File: src/rtl/unsigned_divider_multibit_pkg.sv
// Shared types and sizing helpers for the multi-bit restoring divider.
// Also carries the requester/divider bundle typedefs of the division interface.
package unsigned_divider_multibit_pkg;

  localparam int DIV_DATA_WIDTH = 32;
  localparam int DIV_BITS_PER_CYCLE = 2;
  localparam int DIV_CLZ_W = $clog2(DIV_DATA_WIDTH);

  function automatic int div_cnt_w(input int dw, input int bpc);
    return $clog2(dw / bpc) + 1;
  endfunction

  localparam int DIV_CNT_W =
    div_cnt_w(DIV_DATA_WIDTH, DIV_BITS_PER_CYCLE);

  typedef enum logic {
    IDLE = 1'b0,
    BUSY = 1'b1
  } div_state_e;

  typedef struct packed {
    logic [DIV_DATA_WIDTH-1:0] dividend;
    logic [DIV_CLZ_W-1:0]      dividend_CLZ;
    logic [DIV_DATA_WIDTH-1:0] divisor;
    logic [DIV_CLZ_W-1:0]      divisor_CLZ;
    logic                      divisor_is_zero;
  } div_req_t;

  typedef struct packed {
    logic [DIV_DATA_WIDTH-1:0] quotient;
    logic [DIV_DATA_WIDTH-1:0] remainder;
  } div_rsp_t;

endpackage

File: src/rtl/div_radix_step.sv
// Combinational core: BITS_PER_CYCLE cascaded restoring division steps.
module div_radix_step #(
  parameter int DATA_WIDTH     = 32,
  parameter int BITS_PER_CYCLE = 2
) (
  input  logic [DATA_WIDTH-1:0]     i_pr,
  input  logic [DATA_WIDTH-1:0]     i_shift,
  input  logic [DATA_WIDTH-1:0]     i_divisor,
  output logic [DATA_WIDTH-1:0]     o_pr,
  output logic [DATA_WIDTH-1:0]     o_shift,
  output logic [BITS_PER_CYCLE-1:0] o_qbits
);

  logic [DATA_WIDTH:0]       v_t;
  logic [DATA_WIDTH-1:0]     v_pr;
  logic [DATA_WIDTH-1:0]     v_sh;
  logic [BITS_PER_CYCLE-1:0] v_q;

  // Partial remainder stays below the divisor, so DATA_WIDTH bits hold it
  // between steps; only the trial value needs the extra top bit.
  always_comb begin
    v_pr = i_pr;
    v_sh = i_shift;
    v_q  = '0;
    v_t  = '0;
    for (int i = 0; i < BITS_PER_CYCLE; i++) begin
      v_t  = {v_pr, v_sh[DATA_WIDTH-1]};
      v_sh = v_sh << 1;
      if (v_t >= {1'b0, i_divisor}) begin
        v_t = v_t - {1'b0, i_divisor};
        v_q[BITS_PER_CYCLE-1-i] = 1'b1;
      end
      v_pr = v_t[DATA_WIDTH-1:0];
    end
  end

  assign o_pr    = v_pr;
  assign o_shift = v_sh;
  assign o_qbits = v_q;

endmodule

File: src/rtl/unsigned_divider_multibit.sv
// Iterative radix-2^BITS_PER_CYCLE restoring divider with CLZ-based skip,
// abort and ready; owns the FSM, iteration counter and result registers.
module unsigned_divider_multibit
  import unsigned_divider_multibit_pkg::*;
#(
  parameter int DATA_WIDTH     = DIV_DATA_WIDTH,
  parameter int BITS_PER_CYCLE = DIV_BITS_PER_CYCLE
) (
  input  logic                          clk,
  input  logic                          rst,
  input  logic                          start,
  input  logic                          abort,
  input  logic [DATA_WIDTH-1:0]         dividend,
  input  logic [$clog2(DATA_WIDTH)-1:0] dividend_CLZ,
  input  logic [DATA_WIDTH-1:0]         divisor,
  input  logic [$clog2(DATA_WIDTH)-1:0] divisor_CLZ,
  input  logic                          divisor_is_zero,
  output logic                          ready,
  output logic                          done,
  output logic [DATA_WIDTH-1:0]         quotient,
  output logic [DATA_WIDTH-1:0]         remainder
);

  localparam int CLZ_W   = $clog2(DATA_WIDTH);
  localparam int CNT_W   = div_cnt_w(DATA_WIDTH, BITS_PER_CYCLE);
  localparam int LOG_BPC = $clog2(BITS_PER_CYCLE);

  if (!(BITS_PER_CYCLE == 1 || BITS_PER_CYCLE == 2 ||
        BITS_PER_CYCLE == 4) ||
      (DATA_WIDTH % BITS_PER_CYCLE) != 0 ||
      DATA_WIDTH < 8) begin : g_bad_cfg
    $error("unsigned_divider_multibit: illegal BITS_PER_CYCLE/DATA_WIDTH");
  end

  div_state_e                r_state;
  logic                      r_done;
  logic [DATA_WIDTH-1:0]     r_pr;
  logic [DATA_WIDTH-1:0]     r_shift;
  logic [DATA_WIDTH-1:0]     r_quot;
  logic [DATA_WIDTH-1:0]     r_divisor;
  logic [CNT_W-1:0]          r_cnt;

  logic                      w_accept;
  logic [CLZ_W:0]            w_q;
  logic [CLZ_W:0]            w_n;
  logic [CLZ_W:0]            w_p;
  logic [DATA_WIDTH-1:0]     w_pr_load;
  logic [DATA_WIDTH-1:0]     w_shift_load;
  logic [DATA_WIDTH-1:0]     w_pr_nxt;
  logic [DATA_WIDTH-1:0]     w_shift_nxt;
  logic [BITS_PER_CYCLE-1:0] w_qbits;

  assign w_accept = start & ~abort & (r_state == IDLE);

  // Significant quotient bits, rounded up to whole iterations; the
  // dividend is pre-shifted so only those P bits are ever processed.
  assign w_q = {1'b0, divisor_CLZ} - {1'b0, dividend_CLZ}
             + (CLZ_W+1)'(1);
  assign w_n = (w_q + (CLZ_W+1)'(BITS_PER_CYCLE - 1)) >> LOG_BPC;
  assign w_p = w_n << LOG_BPC;
  assign w_pr_load    = dividend >> w_p;
  assign w_shift_load =
    dividend << ((CLZ_W+1)'(DATA_WIDTH) - w_p);

  div_radix_step #(
    .DATA_WIDTH    (DATA_WIDTH),
    .BITS_PER_CYCLE(BITS_PER_CYCLE)
  ) u_step (
    .i_pr     (r_pr),
    .i_shift  (r_shift),
    .i_divisor(r_divisor),
    .o_pr     (w_pr_nxt),
    .o_shift  (w_shift_nxt),
    .o_qbits  (w_qbits)
  );

  always_ff @(posedge clk or posedge rst) begin
    if (rst) begin
      r_state   <= IDLE;
      r_done    <= 1'b0;
      r_pr      <= '0;
      r_shift   <= '0;
      r_quot    <= '0;
      r_divisor <= '0;
      r_cnt     <= '0;
    end else begin
      r_done <= 1'b0;
      case (r_state)
        IDLE: begin
          if (w_accept) begin
            if (divisor_is_zero) begin
              r_quot <= '1;
              r_pr   <= dividend;
              r_done <= 1'b1;
            end else if (divisor_CLZ < dividend_CLZ) begin
              r_quot <= '0;
              r_pr   <= dividend;
              r_done <= 1'b1;
            end else begin
              r_pr      <= w_pr_load;
              r_shift   <= w_shift_load;
              r_quot    <= '0;
              r_divisor <= divisor;
              r_cnt     <= CNT_W'(w_n - (CLZ_W+1)'(1));
              r_state   <= BUSY;
            end
          end
        end
        BUSY: begin
          if (abort) begin
            r_state <= IDLE;
          end else begin
            r_pr    <= w_pr_nxt;
            r_shift <= w_shift_nxt;
            r_quot  <= {r_quot[DATA_WIDTH-BITS_PER_CYCLE-1:0],
                        w_qbits};
            if (r_cnt == '0) begin
              r_state <= IDLE;
              r_done  <= 1'b1;
            end else begin
              r_cnt <= r_cnt - CNT_W'(1);
            end
          end
        end
        default: r_state <= IDLE;
      endcase
    end
  end

  assign ready     = (r_state == IDLE);
  assign done      = r_done;
  assign quotient  = r_quot;
  assign remainder = r_pr;

  ap_dz_consistent: assert property (
    @(posedge clk) disable iff (rst)
    (w_accept && divisor_is_zero) |-> (divisor == '0)
  ) else $error("divisor_is_zero set with nonzero divisor");

endmodule

File: config.mk
export PLATFORM = sky130hd
export DESIGN_NAME = unsigned_divider_multibit
export DESIGN_NICKNAME = d
export VERILOG_FILES = /design/src/rtl/unsigned_divider_multibit_pkg.sv /design/src/rtl/div_radix_step.sv /design/src/rtl/unsigned_divider_multibit.sv
export SDC_FILE = /design/constraint.sdc
export NUM_CORES = 1
export LEC_CHECK = 0
export CELL_PAD_IN_SITES_DETAIL_PLACEMENT = 0
export CELL_PAD_IN_SITES_GLOBAL_PLACEMENT = 1
export CORE_MARGIN = 10
export CORE_UTILIZATION = 46
export DETAILED_ROUTE_END_ITERATION = 10
export PLACE_DENSITY_LB_ADDON = 0.2
export SLEW_MARGIN = 20
export SYNTH_ARGS = -nofsm -noshare
export SYNTH_HDL_FRONTEND = slang
export SYNTH_SLANG_ARGS = --single-unit
File: constraint.sdc
create_clock -name clk -period 16.2 [get_ports clk]
set_clock_uncertainty 0.05 [all_clocks]
set_input_delay 3.24 -clock clk [delete_from_list [all_inputs] [get_ports clk]]
set_output_delay 3.24 -clock clk [all_outputs]
set_load 0.005 [all_outputs]
* After elaboration in Yosys (flattened, before gate mapping)
Index checks and enable logic that the tools add are counted.
** Word-level totals
- Register bits :: 135
- Input bits :: 79
- Output and inout port bits :: 66
- Logic and storage cells :: 72
** Cells by class
- Add/subtract/negate cells :: 8
- $lt $le $gt $ge :: 3
- Eq/ne operators :: 5
- Shifts and indexed selects :: 2
- Mux-type cells :: 36
- Bitwise gates (word level) :: 6
- Reduce and logical (&&, ||, !) cells :: 5
** Operator list (count)
- 32-bit two-way mux :: 13
- 32-bit case mux with 2 select lines :: 3
- 33-bit by 32-bit greater-or-equal comparator with 1-bit output :: 2
- 32-bit subtractor :: 2
- 32-bit by 6-bit left shift with 32-bit output :: 1
- 32-bit by 6-bit >> shifter with 32-bit output :: 1
- 5-bit two-way mux :: 5
- 6-bit by 1-bit adder with 6-bit output, second input constant :: 2
- 1-bit two-way mux :: 12
- 5-bit case mux with 2 select lines :: 1
- 5-bit by 1-bit subtractor with 5-bit output, second input constant :: 2
- 2-bit != test, second input constant :: 4
- 4-bit AND reduction :: 2
- 5-bit by 5-bit subtractor with 6-bit output :: 1
- 6-bit subtractor, first input constant :: 1
- 5-bit logical NOT :: 1
- 5-bit less-than comparator :: 1
- 5-bit AND reduction :: 1
- 1-bit inverter :: 4
- 1-bit case mux with 2 select lines :: 2
- 1-bit bitwise AND :: 2
- 2-bit by 1-bit != test with 1-bit output, second input constant :: 1
- 2-bit AND reduction :: 1

* Longest topological paths before layout
- Word-level depth :: 9
- Gate-level depth with buffers :: 30
- Mapped depth without buffers :: 25

* Modules after synthesis
From an unflattened synthesis, not the netlist that was laid out.
** Unflattened totals
- Cells, all modules :: 1670
- Area total of the unflattened synthesis :: 13249.0 µm²
** Modules (own cells, without submodules)
- unsigned_divider_multibit :: instances 1, cells an instance 1016, area an instance 8690.8 µm², seq. area each 3378.2 µm²
- div_radix_step :: instances 1, cells an instance 654, area an instance 4558.1 µm², seq. area each 0.0 µm²

* Worst setup path before layout
Ideal clock, no wire load.
- Kind :: input -> register
- From :: input port dividend_CLZ[1]
- To :: register r_shift[30]
- Library setup time :: 133 ps
- Arrival :: 6616 ps
- Data required time :: 16017 ps
- Path slack :: 9401 ps
- Cell stages on the path :: 16
- Cells stage by stage :: inv_1 ha_1 inv_1 ha_1 fa_1 clkbuf_1 inv_1 clkbuf_1 ha_1 xnor2_1 clkbuf_1 o211ai_1 o211ai_1 o21ai_0 a221oi_1 a21oi_1
** On the way
- Word-level cells in the longest chain between the ends :: 9
** RTL lines
- from (decl) :: RTL line unsigned_divider_multibit.sv:14 : input logic [$clog2(DATA_WIDTH)-1:0] dividend_CLZ,
- 5-bit by 5-bit subtractor with 6-bit output :: RTL line unsigned_divider_multibit.sv:57 : assign w_q = {1'b0, divisor_CLZ} - {1'b0, dividend_CLZ}
- 6-bit by 1-bit adder with 6-bit output :: RTL line unsigned_divider_multibit.sv:58 : + (CLZ_W+1)'(1);
- 6-bit by 1-bit adder with 6-bit output :: RTL line unsigned_divider_multibit.sv:59 : assign w_n = (w_q + (CLZ_W+1)'(BITS_PER_CYCLE - 1)) >> LOG_BPC;
- 6-bit subtractor :: RTL line unsigned_divider_multibit.sv:63 : dividend << ((CLZ_W+1)'(DATA_WIDTH) - w_p);
- 32-bit by 6-bit left shift with 32-bit output :: RTL line unsigned_divider_multibit.sv:63
- 32-bit two-way mux :: RTL line unsigned_divider_multibit.sv:95 : end else if (divisor_CLZ < dividend_CLZ) begin
- 32-bit two-way mux :: RTL line unsigned_divider_multibit.sv:91 : if (divisor_is_zero) begin
- 32-bit two-way mux :: RTL line unsigned_divider_multibit.sv:90 : if (w_accept) begin
- 32-bit case mux with 2 select lines :: RTL line unsigned_divider_multibit.sv:88 : case (r_state)
- to (signal assigned) :: RTL line unsigned_divider_multibit.sv:101 : r_shift <= w_shift_load;
- to (signal assigned) :: RTL line unsigned_divider_multibit.sv:114 : r_shift <= w_shift_nxt;
- to (decl) :: RTL line unsigned_divider_multibit.sv:38 : logic [DATA_WIDTH-1:0] r_shift;
Several ways; a longest one is shown, not always the timed one. The select of a mux whose other input is x is not followed.
A chain may end at the register's enable or synchronous reset.

* Worst setup path in the final report
- From :: input port dividend_CLZ[1]
- To :: register r_shift[0]
The elaborated chain is that of the path after synthesis.

==> impl_metrics.yaml <==
outcome:
  status: "completed"
min_path:
  min_path_type: "register to register"
  hp-start: "r_shift[22]$_DFFE_PP0P_"
cts:
  hold_buffers: 0
  cts_resized: 0
  ctsHtreeMaxLevel: 4
  cts_root_buf: "clkbuf_16"
  post_cts_buffers: 0
  cts_buffer_depth: 2
  clock-sinks: 135
  cts.clk_slew.worst_paths_ns: 0.07
  tritoncts: "done"
  tritoncts.num_buffers: 17
  clk_latency_ns: 0.43
global_routing:
  grt.total_usage: 0.248
  grt_pass1_vias: 11955
  overflow: 0
  antenna_found_initial: 0
  grt_max_degree: 92
  grt_pass1_wl_mm: 67.2
detailed_routing:
  drc_errors: 0
  drt_first_iter_violations: 1223
  vias: 12456
  detail-route-antenna-nets: 0
  vias_per_cell: 6.09
  wl_mm: 42.8
  wl_per_cell_um: 21.0
  firstDrtPassIters: 6
timing:
  max-slew-margin-rel: 0.212
  maxSlewViolCount: 0
  tns_ns: 0
  rsz0062_at_grt: "no"
  worstMarginPinSlew_ns: 1.17
  hold_violations: 0
  fmax_mhz: 123
  setup_viol: 0
  fin_crit_sh: 0.503
  fin_crit_ns: 8.16
placed_design:
  io_buffers: 144
  gp_congestion: 0.922
  post-dp-hpwl_mm: 31.6
synthesis:
  synthCells: 1615
  ys_seq_elements: 135
  ys_seq_area_frac: 0.273
  synth_edf_count: 0
  synth_ff_type: "dfrtp_1"
  yosysMostFrequentCell: "nand2_1"
  synth_top_area_share: 0.273
  synthTopCellsByArea: "dfrtp_1 27%, o21ai_0 7.8%, ha_1 7.6%, nand2_1 6.5%, a21oi_1 5.9%"
  yosysWarnings: 0
  synth_commonest_cells: "215 x nand2_1, 193 x o21ai_0, 145 x a21oi_1"
  syn_area_per_cell_um2: 7.66
  synth_area_um2: 12400
  synth_cell_types: 75
  syn_nets: 1773
  async_flop_share: 1.00
  yosys.area.top_type: "dfrtp_1"
setup_path:
  critPathCaptureType: "register"
  setup.worst_path.start: "dividend_CLZ[1]"
  crit_path_start_kind: "primary input"
  crit_path_max_fanout: 35
  crit_required_ns: 16.49
  worstSetupPathType: "primary input to register"
  worstPathArrival_ns: 8.44
  r2r-start: "r_divisor[1]$_DFFE_PP0P_"
layout:
  antenna_cells: 0
  drive_gt1_frac: 0.0661
  nets: 1854
  area_growth_pct: 18.4
floorplanning:
  core.rowCount: 59
  start_util: 0.471
  core_area_um2: 26300
  fp.dieH_um: 184
  die_w_um: 184
  die-area_um2: 33900
  top_level_ports: 145
run:
  cap_violations: 0
[final timing paths]
path | endpoint | slack, ns | depth (start not counted)
min reg2reg | r_shift[22]$_DFFE_PP0P_ | 0.44 | 2
max in group asynchronous | r_state$_DFF_PP0_ | 11.59 | 3
max | r_shift[0]$_DFFE_PP0P_ | 8.04 | 15
max reg2reg | remainder[13]$_DFFE_PP0P_ | 8.43 | 24
min in group asynchronous | r_divisor[15]$_DFFE_PP0P_ | 3.31 | 2
min | r_shift[22]$_DFFE_PP0P_ | 0.44 | 2
[cell type report]
class                      instances  area (um^2)
inverter                          62          238
clock inverter                    15          200
timing repair buffer             168         1620
sequential                       135         3380
multi-input combinational       1312         8370
fill                            2556        11600
clock buffer                      17          425
tap                              335          419
[sequential cells by signal, indices dropped and copies added, names as in the netlist]
name,cells
quotient,32
r_cnt,5
r_state,1
r_shift,32
done,1
r_divisor,32
remainder,32
[metrics by stage]
stage | setup slack (ns) | hold slack, ns | instance area, um^2 | util | instances
floorplan | 9.30 | 0.399 | 12400 | - | 1615
global placement | 7.83 | 0.415 | 14000 | 0.534 | 2012
detailed placement | 7.73 | 0.421 | 14000 | 0.534 | 2012
CTS | 8.15 | 0.439 | 14600 | 0.557 | 2044
global route | 7.74 | 0.453 | 14700 | 0.558 | 2044
finish | 8.04 | 0.437 | 14700 | 0.558 | 2044
[critical path, cell delays in order]
cell	delay [ns]
clkdlybuf4s50_1	0.48
inv_1	0.05
ha_1	0.30
inv_1	0.06
ha_2	0.18
fa_1	0.41
buf_4	0.26
inv_1	0.62
ha_1	0.41
nand3_1	0.13
xnor2_1	0.15
nor2_1	0.85
nand2_1	0.53
or3_1	0.50
o31ai_1	0.25
[layer usage]
metal	wire length [um]	GRT usage	vias up	share of wire
met5	0	0	-	0
met4	1480	0.101	0	0.035
met3	2940	0.0488	77	0.069
met2	20000	0.403	442	0.47
met1	18400	0.316	5899	0.43
li1	-	-	6038	-
[cells in the final DEF, fill, tap and decap left out, drive strengths merged, types with 15 or more instances in the layout]
master,Yosys,final
nor3,35,35
buf,28,24
nand3,36,36
a22oi,22,22
o21ai,205,205
mux2i,53,53
dfrtp,135,135
clkdlybuf4s50,0,144
xnor2,40,40
a21oi,147,147
nand2,215,215
o21a,20,20
xor2,22,22
a21o,25,25
nor2,142,142
clkbuf,78,17
ha,75,75
a31oi,15,15
a221oi,21,21
mux2,20,20
o31ai,16,16
inv,61,70
o211ai,35,35
nand2b,26,26
a211oi,20,20
[cell families after synthesis]
| kind of cell | share of synthesized area |
|---|---|
| XOR/XNOR | 0.0439 |
| AO/OA/AOI/OAI | 0.305 |
| buffers and inverters | 0.0573 |
| multiplexers | 0.0611 |
| adder cells (fa/ha/maj) | 0.0823 |
| flip-flops | 0.273 |
| AND/OR/NAND/NOR | 0.178 |
Power is left out: the tool's default activity adds up to more than one toggle a clock period on the data nets, which glitch-free logic cannot reach.
